$ cat src/rtl/dds_spi_slave.sv
// SPI mode-0 register-access slave for the DDS core: 8-bit instruction plus 32 data bits,
// all SPI pins oversampled by the system clock through 2-flop synchronizers.
module dds_spi_slave (
  input  logic        clk,
  input  logic        rst_n,
  input  logic        CS,
  input  logic        SCLK,
  input  logic        SDIO,
  input  logic        SYNCIO,
  output logic        SDO,
  output logic        wr_en,
  output logic [4:0]  wr_addr,
  output logic [31:0] wr_data,
  output logic [4:0]  rd_addr,
  input  logic [31:0] rd_data,
  output logic        rd_stb,
  output logic        frame_err,
  output logic        busy
);

  localparam int unsigned AW = 5;
  localparam int unsigned DW = 32;
  localparam int unsigned IW = 8;
  localparam int unsigned CW = 6;
  localparam logic [CW-1:0] INSTR_LAST = CW'(IW - 1);
  localparam logic [CW-1:0] FRAME_LAST = CW'(IW + DW - 1);

  typedef enum logic [1:0] {
    IDLE    = 2'd0,
    INSTR   = 2'd1,
    DATA    = 2'd2,
    WAIT_CS = 2'd3
  } state_e;

  state_e state_q, state_d;

  logic [1:0] cs_sync_q, sclk_sync_q, sdio_sync_q, syncio_sync_q;
  logic       cs_s, sclk_s, sdio_s, syncio_s;
  logic       sclk_prev_q, cs_prev_q, resync_q, resync_d;
  logic [1:0] settle_q;

  logic [CW-1:0] cnt_q, cnt_d;
  logic [IW-2:0] instr_q, instr_d;
  logic [DW-2:0] rx_q, rx_d;
  logic [DW-1:0] tx_q, tx_d;
  logic          is_rd_q, is_rd_d;
  logic          load_pend_q, load_pend_d;

  logic          sdo_q, sdo_d;
  logic          wr_en_q, wr_en_d;
  logic          rd_stb_q, rd_stb_d;
  logic          frame_err_q, frame_err_d;
  logic          busy_q, busy_d;
  logic [AW-1:0] wr_addr_q, wr_addr_d;
  logic [AW-1:0] rd_addr_q, rd_addr_d;
  logic [DW-1:0] wr_data_q, wr_data_d;

  logic sclk_rise, sclk_fall, cs_ready, in_frame;
  logic start, shift_en, instr_done, frame_done, frame_abort;

  // Input synchronizers; CS idles high so its chain resets to 1.
  always_ff @(posedge clk or negedge rst_n) begin
    if (!rst_n) begin
      cs_sync_q     <= 2'b11;
      sclk_sync_q   <= 2'b00;
      sdio_sync_q   <= 2'b00;
      syncio_sync_q <= 2'b00;
      sclk_prev_q   <= 1'b0;
      cs_prev_q     <= 1'b1;
      settle_q      <= 2'd0;
      resync_q      <= 1'b0;
    end else begin
      cs_sync_q     <= {cs_sync_q[0], CS};
      sclk_sync_q   <= {sclk_sync_q[0], SCLK};
      sdio_sync_q   <= {sdio_sync_q[0], SDIO};
      syncio_sync_q <= {syncio_sync_q[0], SYNCIO};
      sclk_prev_q   <= sclk_sync_q[1];
      cs_prev_q     <= cs_sync_q[1];
      settle_q      <= (settle_q == 2'd3) ? settle_q : settle_q + 2'd1;
      resync_q      <= resync_d;
    end
  end

  assign cs_s     = cs_sync_q[1];
  assign sclk_s   = sclk_sync_q[1];
  assign sdio_s   = sdio_sync_q[1];
  assign syncio_s = syncio_sync_q[1];

  // CS edges only count once the chain holds real pin samples, so a CS held low
  // through reset release is not mistaken for a falling edge.
  assign cs_ready  = (settle_q == 2'd3);
  assign sclk_rise = sclk_s & ~sclk_prev_q;
  assign sclk_fall = ~sclk_s & sclk_prev_q;
  assign in_frame  = (state_q == INSTR) || (state_q == DATA);

  assign start       = (state_q == IDLE) & ~syncio_s & cs_ready & ~cs_s & (cs_prev_q | resync_q);
  assign shift_en    = in_frame & ~syncio_s & ~cs_s & sclk_rise;
  assign instr_done  = shift_en & (state_q == INSTR) & (cnt_q == INSTR_LAST);
  assign frame_done  = (state_q == DATA) & ~syncio_s & sclk_rise & (cnt_q == FRAME_LAST);
  assign frame_abort = in_frame & ~syncio_s & cs_s & ~frame_done;

  // A SYNCIO restart with CS still low re-arms the frame start without a new CS edge.
  always_comb begin
    resync_d = resync_q;
    if (syncio_s)           resync_d = 1'b1;
    else if (start || cs_s) resync_d = 1'b0;
  end

  always_ff @(posedge clk or negedge rst_n) begin
    if (!rst_n) state_q <= IDLE;
    else        state_q <= state_d;
  end

  always_comb begin
    state_d = state_q;
    if (syncio_s) begin
      state_d = IDLE;
    end else begin
      case (state_q)
        IDLE:    if (start) state_d = INSTR;
        INSTR: begin
          if (frame_abort)     state_d = IDLE;
          else if (instr_done) state_d = DATA;
        end
        DATA: begin
          if (frame_done)       state_d = WAIT_CS;
          else if (frame_abort) state_d = IDLE;
        end
        WAIT_CS: if (cs_s) state_d = IDLE;
        default: state_d = IDLE;
      endcase
    end
  end

  // Datapath and registered-output next values.
  always_comb begin
    cnt_d       = cnt_q;
    instr_d     = instr_q;
    rx_d        = rx_q;
    tx_d        = tx_q;
    is_rd_d     = is_rd_q;
    load_pend_d = 1'b0;
    sdo_d       = sdo_q;
    wr_en_d     = 1'b0;
    rd_stb_d    = 1'b0;
    frame_err_d = frame_abort;
    busy_d      = (state_d != IDLE);
    wr_addr_d   = wr_addr_q;
    wr_data_d   = wr_data_q;
    rd_addr_d   = rd_addr_q;

    if (start || syncio_s) cnt_d = '0;
    if (shift_en) begin
      cnt_d = cnt_q + CW'(1);
      if (state_q == INSTR) instr_d = {instr_q[IW-3:0], sdio_s};
      else                  rx_d    = {rx_q[DW-3:0], sdio_s};
    end

    if (instr_done) begin
      rd_addr_d   = {instr_q[AW-2:0], sdio_s};
      is_rd_d     = instr_q[IW-2];
      load_pend_d = 1'b1;
    end

    if ((state_q == DATA) && sclk_fall && !syncio_s && is_rd_q) begin
      sdo_d = tx_q[DW-1];
      tx_d  = {tx_q[DW-2:0], 1'b0};
    end
    // rd_addr settled last cycle, so the register file output is valid now.
    if (load_pend_q && (state_q == DATA) && is_rd_q) tx_d = rd_data;
    if (state_d != DATA) sdo_d = 1'b0;

    if (frame_done) begin
      if (is_rd_q) begin
        rd_stb_d = 1'b1;
      end else begin
        wr_en_d   = 1'b1;
        wr_addr_d = rd_addr_q;
        wr_data_d = {rx_q, sdio_s};
      end
    end
  end

  always_ff @(posedge clk or negedge rst_n) begin
    if (!rst_n) begin
      cnt_q       <= '0;
      instr_q     <= '0;
      rx_q        <= '0;
      tx_q        <= '0;
      is_rd_q     <= 1'b0;
      load_pend_q <= 1'b0;
      sdo_q       <= 1'b0;
      wr_en_q     <= 1'b0;
      rd_stb_q    <= 1'b0;
      frame_err_q <= 1'b0;
      busy_q      <= 1'b0;
      wr_addr_q   <= '0;
      wr_data_q   <= '0;
      rd_addr_q   <= '0;
    end else begin
      cnt_q       <= cnt_d;
      instr_q     <= instr_d;
      rx_q        <= rx_d;
      tx_q        <= tx_d;
      is_rd_q     <= is_rd_d;
      load_pend_q <= load_pend_d;
      sdo_q       <= sdo_d;
      wr_en_q     <= wr_en_d;
      rd_stb_q    <= rd_stb_d;
      frame_err_q <= frame_err_d;
      busy_q      <= busy_d;
      wr_addr_q   <= wr_addr_d;
      wr_data_q   <= wr_data_d;
      rd_addr_q   <= rd_addr_d;
    end
  end

  assign SDO       = sdo_q;
  assign wr_en     = wr_en_q;
  assign rd_stb    = rd_stb_q;
  assign frame_err = frame_err_q;
  assign busy      = busy_q;
  assign wr_addr   = wr_addr_q;
  assign wr_data   = wr_data_q;
  assign rd_addr   = rd_addr_q;

endmodule

$ cat config.mk
export PLATFORM = sky130hd
export DESIGN_NAME = dds_spi_slave
export DESIGN_NICKNAME = d
export VERILOG_FILES = /design/src/rtl/dds_spi_slave.sv
export SDC_FILE = /design/constraint.sdc
export NUM_CORES = 1
export LEC_CHECK = 0
export CORE_ASPECT_RATIO = 1.75
export CORE_MARGIN = 2
export CORE_UTILIZATION = 49
export DETAILED_ROUTE_END_ITERATION = 6
export GPL_TIMING_DRIVEN = 0
export PLACE_DENSITY = 0.79
export SETUP_SLACK_MARGIN = 0.1
export SYNTH_ARGS = -nofsm -noshare
export SYNTH_HDL_FRONTEND = slang
export SYNTH_SLANG_ARGS = --single-unit
export TNS_END_PERCENT = 100
$ cat constraint.sdc
create_clock -name clk -period 2.5 [get_ports clk]
set_clock_uncertainty 0.2 [all_clocks]
set_input_delay 0.5 -clock clk [delete_from_list [all_inputs] [get_ports clk]]
set_output_delay 0.5 -clock clk [all_outputs]
set_load 0.01 [all_outputs]
==> results by stage <==
Clock network:
- Counting every sink on the clock net gives 140.
- In this run, CTS created clock tree buffers numbering 17.
- The clock insertion delay at the later pin of the skew report is 0.41 ns.
- The cell chosen for the clock root is sky130_fd_sc_hd__clkbuf_16.
- The H-tree generated during clock tree synthesis spans 4 levels.
- No sink is reached through more buffers than the 2 on the longest clock path.
- TritonCTS built the clock tree.
- After clock tree synthesis, the clock-pin slew on the worst setup and hold paths is 0.06 ns.

Synthesis:
- For this run, the register share of the synthesized area comes to 61.1%.
- Counting flops with an async set or reset pin after synthesis yields a share of 100%.
- The number of enable-type register cells in the synthesized netlist is 0.
- The Yosys step of the flow raised 0 warnings.
- Yosys mapped the design onto 47 distinct sky130hd cell types.
- Among all flip-flop cells after synthesis, the most frequent one is sky130_fd_sc_hd__dfrtp_1.
- The cell area after technology mapping is ~5700 um^2.
- After technology mapping, the gate count stands at 431.
- Synthesis inferred 140 register bits.
- The synthesized netlist net count is 476.
- Dividing the synthesized area by the synthesized cell count gives ~13 um^2.

Detailed routing:
- The final route contains 3730 vias.
- Before antenna repair, the detailed router went through 6 iterations.
- The average routed wire per standard cell is 16.4 um.
- The DRC violations left is 11.
- The remaining number of nets flagged by the antenna check after routing is 0.
- In the routed layout, each cell is associated on average with a via count of 5.36.
- The number of violations reported at the end of detailed-routing iteration 0 is 191.
- The final routed wirelength across all metal layers is 11400 um.

Floorplan:
- The die span in x is 85.8 um.
- The die height is 147 um.
- The floorplan step defined a die boundary enclosing 12600 um^2.
- Once the floorplan was initialized, standard cells occupied 49.8% of the core.
- Row generation in the floorplan step produced 52 rows.
- The number of primary I/O pins is 85.
- The region available for standard cell placement spans 11500 um^2.

Power:
- The internal power is between 4000 and 5000 uW.
- The analysis attributes to net switching a power of around 1300 uW.
- IR analysis of the VDD net gives a maximum drop of 0.530 mV.
- The share of total power in sequential cells is 42.4%.
- The power density over the cells is 733 nW/um^2.
- The clock power share is 45.2%.
- In this run the static leakage power is 0.00339 uW.
- After layout, the design draws a total of 5610 uW.
- Net switching is 23.7% of the power.
- Combinational logic is responsible for 12.4% of the overall power.

Global route:
- The total global routing track utilization is 19.2%.
- Entering global routing, the biggest net connects roughly 100 pins.
- Summed over all layers, the global routing overflow is 0.
- The via count of the first global-routing pass is roughly 4000.
- The initial antenna violation count is 0.
- The first global-routing pass estimated 19100 um of wire.

Worst setup path:
- At the worst endpoint, the arrival time is 2.46 ns.
- The kind of start point of the critical path is a flip-flop.
- The slack of the worst reg-to-reg path is 0.13 ns.
- STA puts the critical path data required time at approximately 2.6 ns.
- On the worst path, the slowest cell contributes a delay of between 0.3 and 0.4 ns.
- Traced cell by cell, the critical path runs through inv_2, ha_4, nand2b_4, or3_1, buf_6, nor2_4, buf_12, buf_8, mux2_1.
- The startpoint identified for the worst register-to-register timing path is state_q[1]$_DFF_PN0_.
- Measured in cells, the most critical reg-to-reg path has a length of 9.
- The worst setup path is captured at a flip-flop.
- In this run the worst path has a maximum fanout of 10.
- For this design, the slowest cell found on the critical path is sky130_fd_sc_hd__or3_1.
- The endpoint identified for the worst register-to-register timing path is rx_q[18]$_DFFE_PN0P_.
- The category of the most critical setup path is flip-flop to flip-flop.

Outcome:
- The checks that failed: design-rule violations.
- The run finished, with violations left.

Finish:
- The most frequent standard cell in the layout excluding fill and tap cells is sky130_fd_sc_hd__dfrtp_1.
- After routing the design area is 7650 um^2.
- The share of post-route cells with drive strength above 1 is between 10% and 20%.
- The antenna diode count is 0.
- The relative area change from synthesis to final layout is 33.3%.
- The net count of the finished layout is 593.
- The top cell types in the final layout, fill and taps aside, are sky130_fd_sc_hd__dfrtp_1, sky130_fd_sc_hd__clkdlybuf4s50_1, sky130_fd_sc_hd__mux2_1.

Timing:
- The actual slew at the worst max-slew pin is a little under 0.7 ns.
- Hold is met by 0.151 ns.
- The final critical path takes up 94.7% of the cycle.
- The final-report max-slew violation count is 0.
- The smallest setup slack after layout is 0.133 ns.
- Setup violations remaining at the end of the flow were counted as 0.
- The worst path needs 2.37 ns of the cycle, external delays included.
- The final hold violation count is 0.
- In this run the tightest slew margin relative to its limit is 54.7%.
- Setup total negative slack on the finished layout was measured at 0 ns.
- Setup repair after global routing could not meet its margin everywhere.
- Static timing analysis puts the maximum clock frequency at ~0.42 GHz.

Place:
- After legalization and detailed placement, the total HPWL measured around 7600 um.
- The setup slack after placement is -0.381 ns.
- At the end of routability-driven placement, the weighted congestion stood at 0.811.
- Once placement finished, the instance area stood at 6790 um^2.
- The number of I/O port buffers is 84.

Worst hold path:
- The worst hold path terminates at sdio_sync_q[1]$_DFF_PN0_.
- The path type of the worst min-delay path is flip-flop to flip-flop.
- The worst hold path begins at sdio_sync_q[0]$_DFF_PN0_.
- The cell depth of the worst min-delay path is 0.

Job:
- The max-cap violation count is 0.
area by class of cell:
class	instances	area, um^2
fill	815	3860
sequential	140	3510
clock inverter	14	168
timing repair buffer	98	1000
multi-input combinational	266	2170
clock buffer	18	439
buffer	21	184
inverter	4	15.0
tap	135	169
worst max-delay path, delay by kind of cell (launching register included):
family | cells | cell delay (ns)
AND/OR/NAND/NOR | 3 | 0.56
buffers and inverters | 4 | 0.50
flip-flops | 1 | 0.36
multiplexers | 1 | 0.34
adder cells (fa/ha/maj) | 1 | 0.28
power groups by stage:
| stage | Clock (uW) | Sequential, uW | Combinational (uW) |
|---|---|---|---|
| floorplan | 0 | 2410 | 359 |
| global placement | 0 | 2420 | 546 |
| detailed placement | 0 | 2420 | 568 |
| CTS | 2600 | 2370 | 642 |
| global route | 2700 | 2380 | 761 |
| finish | 2530 | 2380 | 697 |
synth_stat cells (all sizes together), types with 2 or more instances:
cell,count,area [um^2]
ha,7,87.6
mux2,77,867
nor2,11,41.3
dfstp,3,78.8
nand2,57,214
and3,2,12.5
nand2b,4,32.5
mux2i,32,320
nor3,6,35.0
nor4,2,33.8
and2,4,28.8
clkbuf,10,37.5
nand4bb,2,38.8
nor2b,2,12.5
o21ai,41,205
dfrtp,137,3430
buf,11,77.6
inv,4,15.0
worst max-delay path by stage:
| stage | startpoint | endpoint | slack, ns |
|---|---|---|---|
| after floorplan | state_q[0]$_DFF_PN0_ | wr_addr[0]$_DFFE_PN0P_ | 0.12 |
| after global placement | rst_n | wr_data[17]$_DFFE_PN0P_ | -4.51 |
| after detailed placement | state_q[0]$_DFF_PN0_ | wr_data[20]$_DFFE_PN0P_ | -0.38 |
| after CTS | state_q[0]$_DFF_PN0_ | rx_q[10]$_DFFE_PN0P_ | 0.1 |
| after global routing | state_q[1]$_DFF_PN0_ | rx_q[6]$_DFFE_PN0P_ | 0.03 |
| final | state_q[1]$_DFF_PN0_ | rx_q[18]$_DFFE_PN0P_ | 0.13 |
metrics by stage:
step                      instances  util (%)
after detailed placement        651      59.0
after global routing            696      66.4
after CTS                       690      65.3
after global placement          650      58.7
after floorplan                 431         -
final                           696      66.4
timing repair:
action / in CTS / in global routing
pin swaps: 2 / 5
gates resized for setup: 20 / 28
hold buffers: 1 / 0
hold endpoints to repair: 34 / 0
setup endpoints to repair: 113 / 109
cloned: 0 / 1
setup buffers: 6 / 5
flip-flops by register name, indices dropped and copies added, names as in the netlist, 5 cells and up:
signal,flops
cnt_q,6
instr_q,7
rd_addr,5
rx_q,31
tx_q,32
wr_addr,5
wr_data,32
kinds of logic (layout without fill, tap and decap cells):
family,Yosys count,in the layout,share of synthesized area (%)
buffers and inverters,25,155,2.27
muxes,109,109,20.7
DFF,140,140,61.1
xor gates and xnor gates,2,2,0.305
adders and majority gates,7,7,1.53
and+or+nand+nor,99,99,9.03
AOI/OAI and AO/OA,49,49,5.08
layer usage:
layer | share of wire [%] | wire (um) | track usage, % | up-vias
met5 | 0 | 0 | 0 | -
met4 | 2.0 | 232 | 7.86 | 0
met3 | 6.4 | 726 | 7.02 | 18
met2 | 52 | 5930 | 32.5 | 112
met1 | 40 | 4530 | 21.7 | 1862
li1 | - | - | - | 1738
Power figures use the tool's default switching activity.
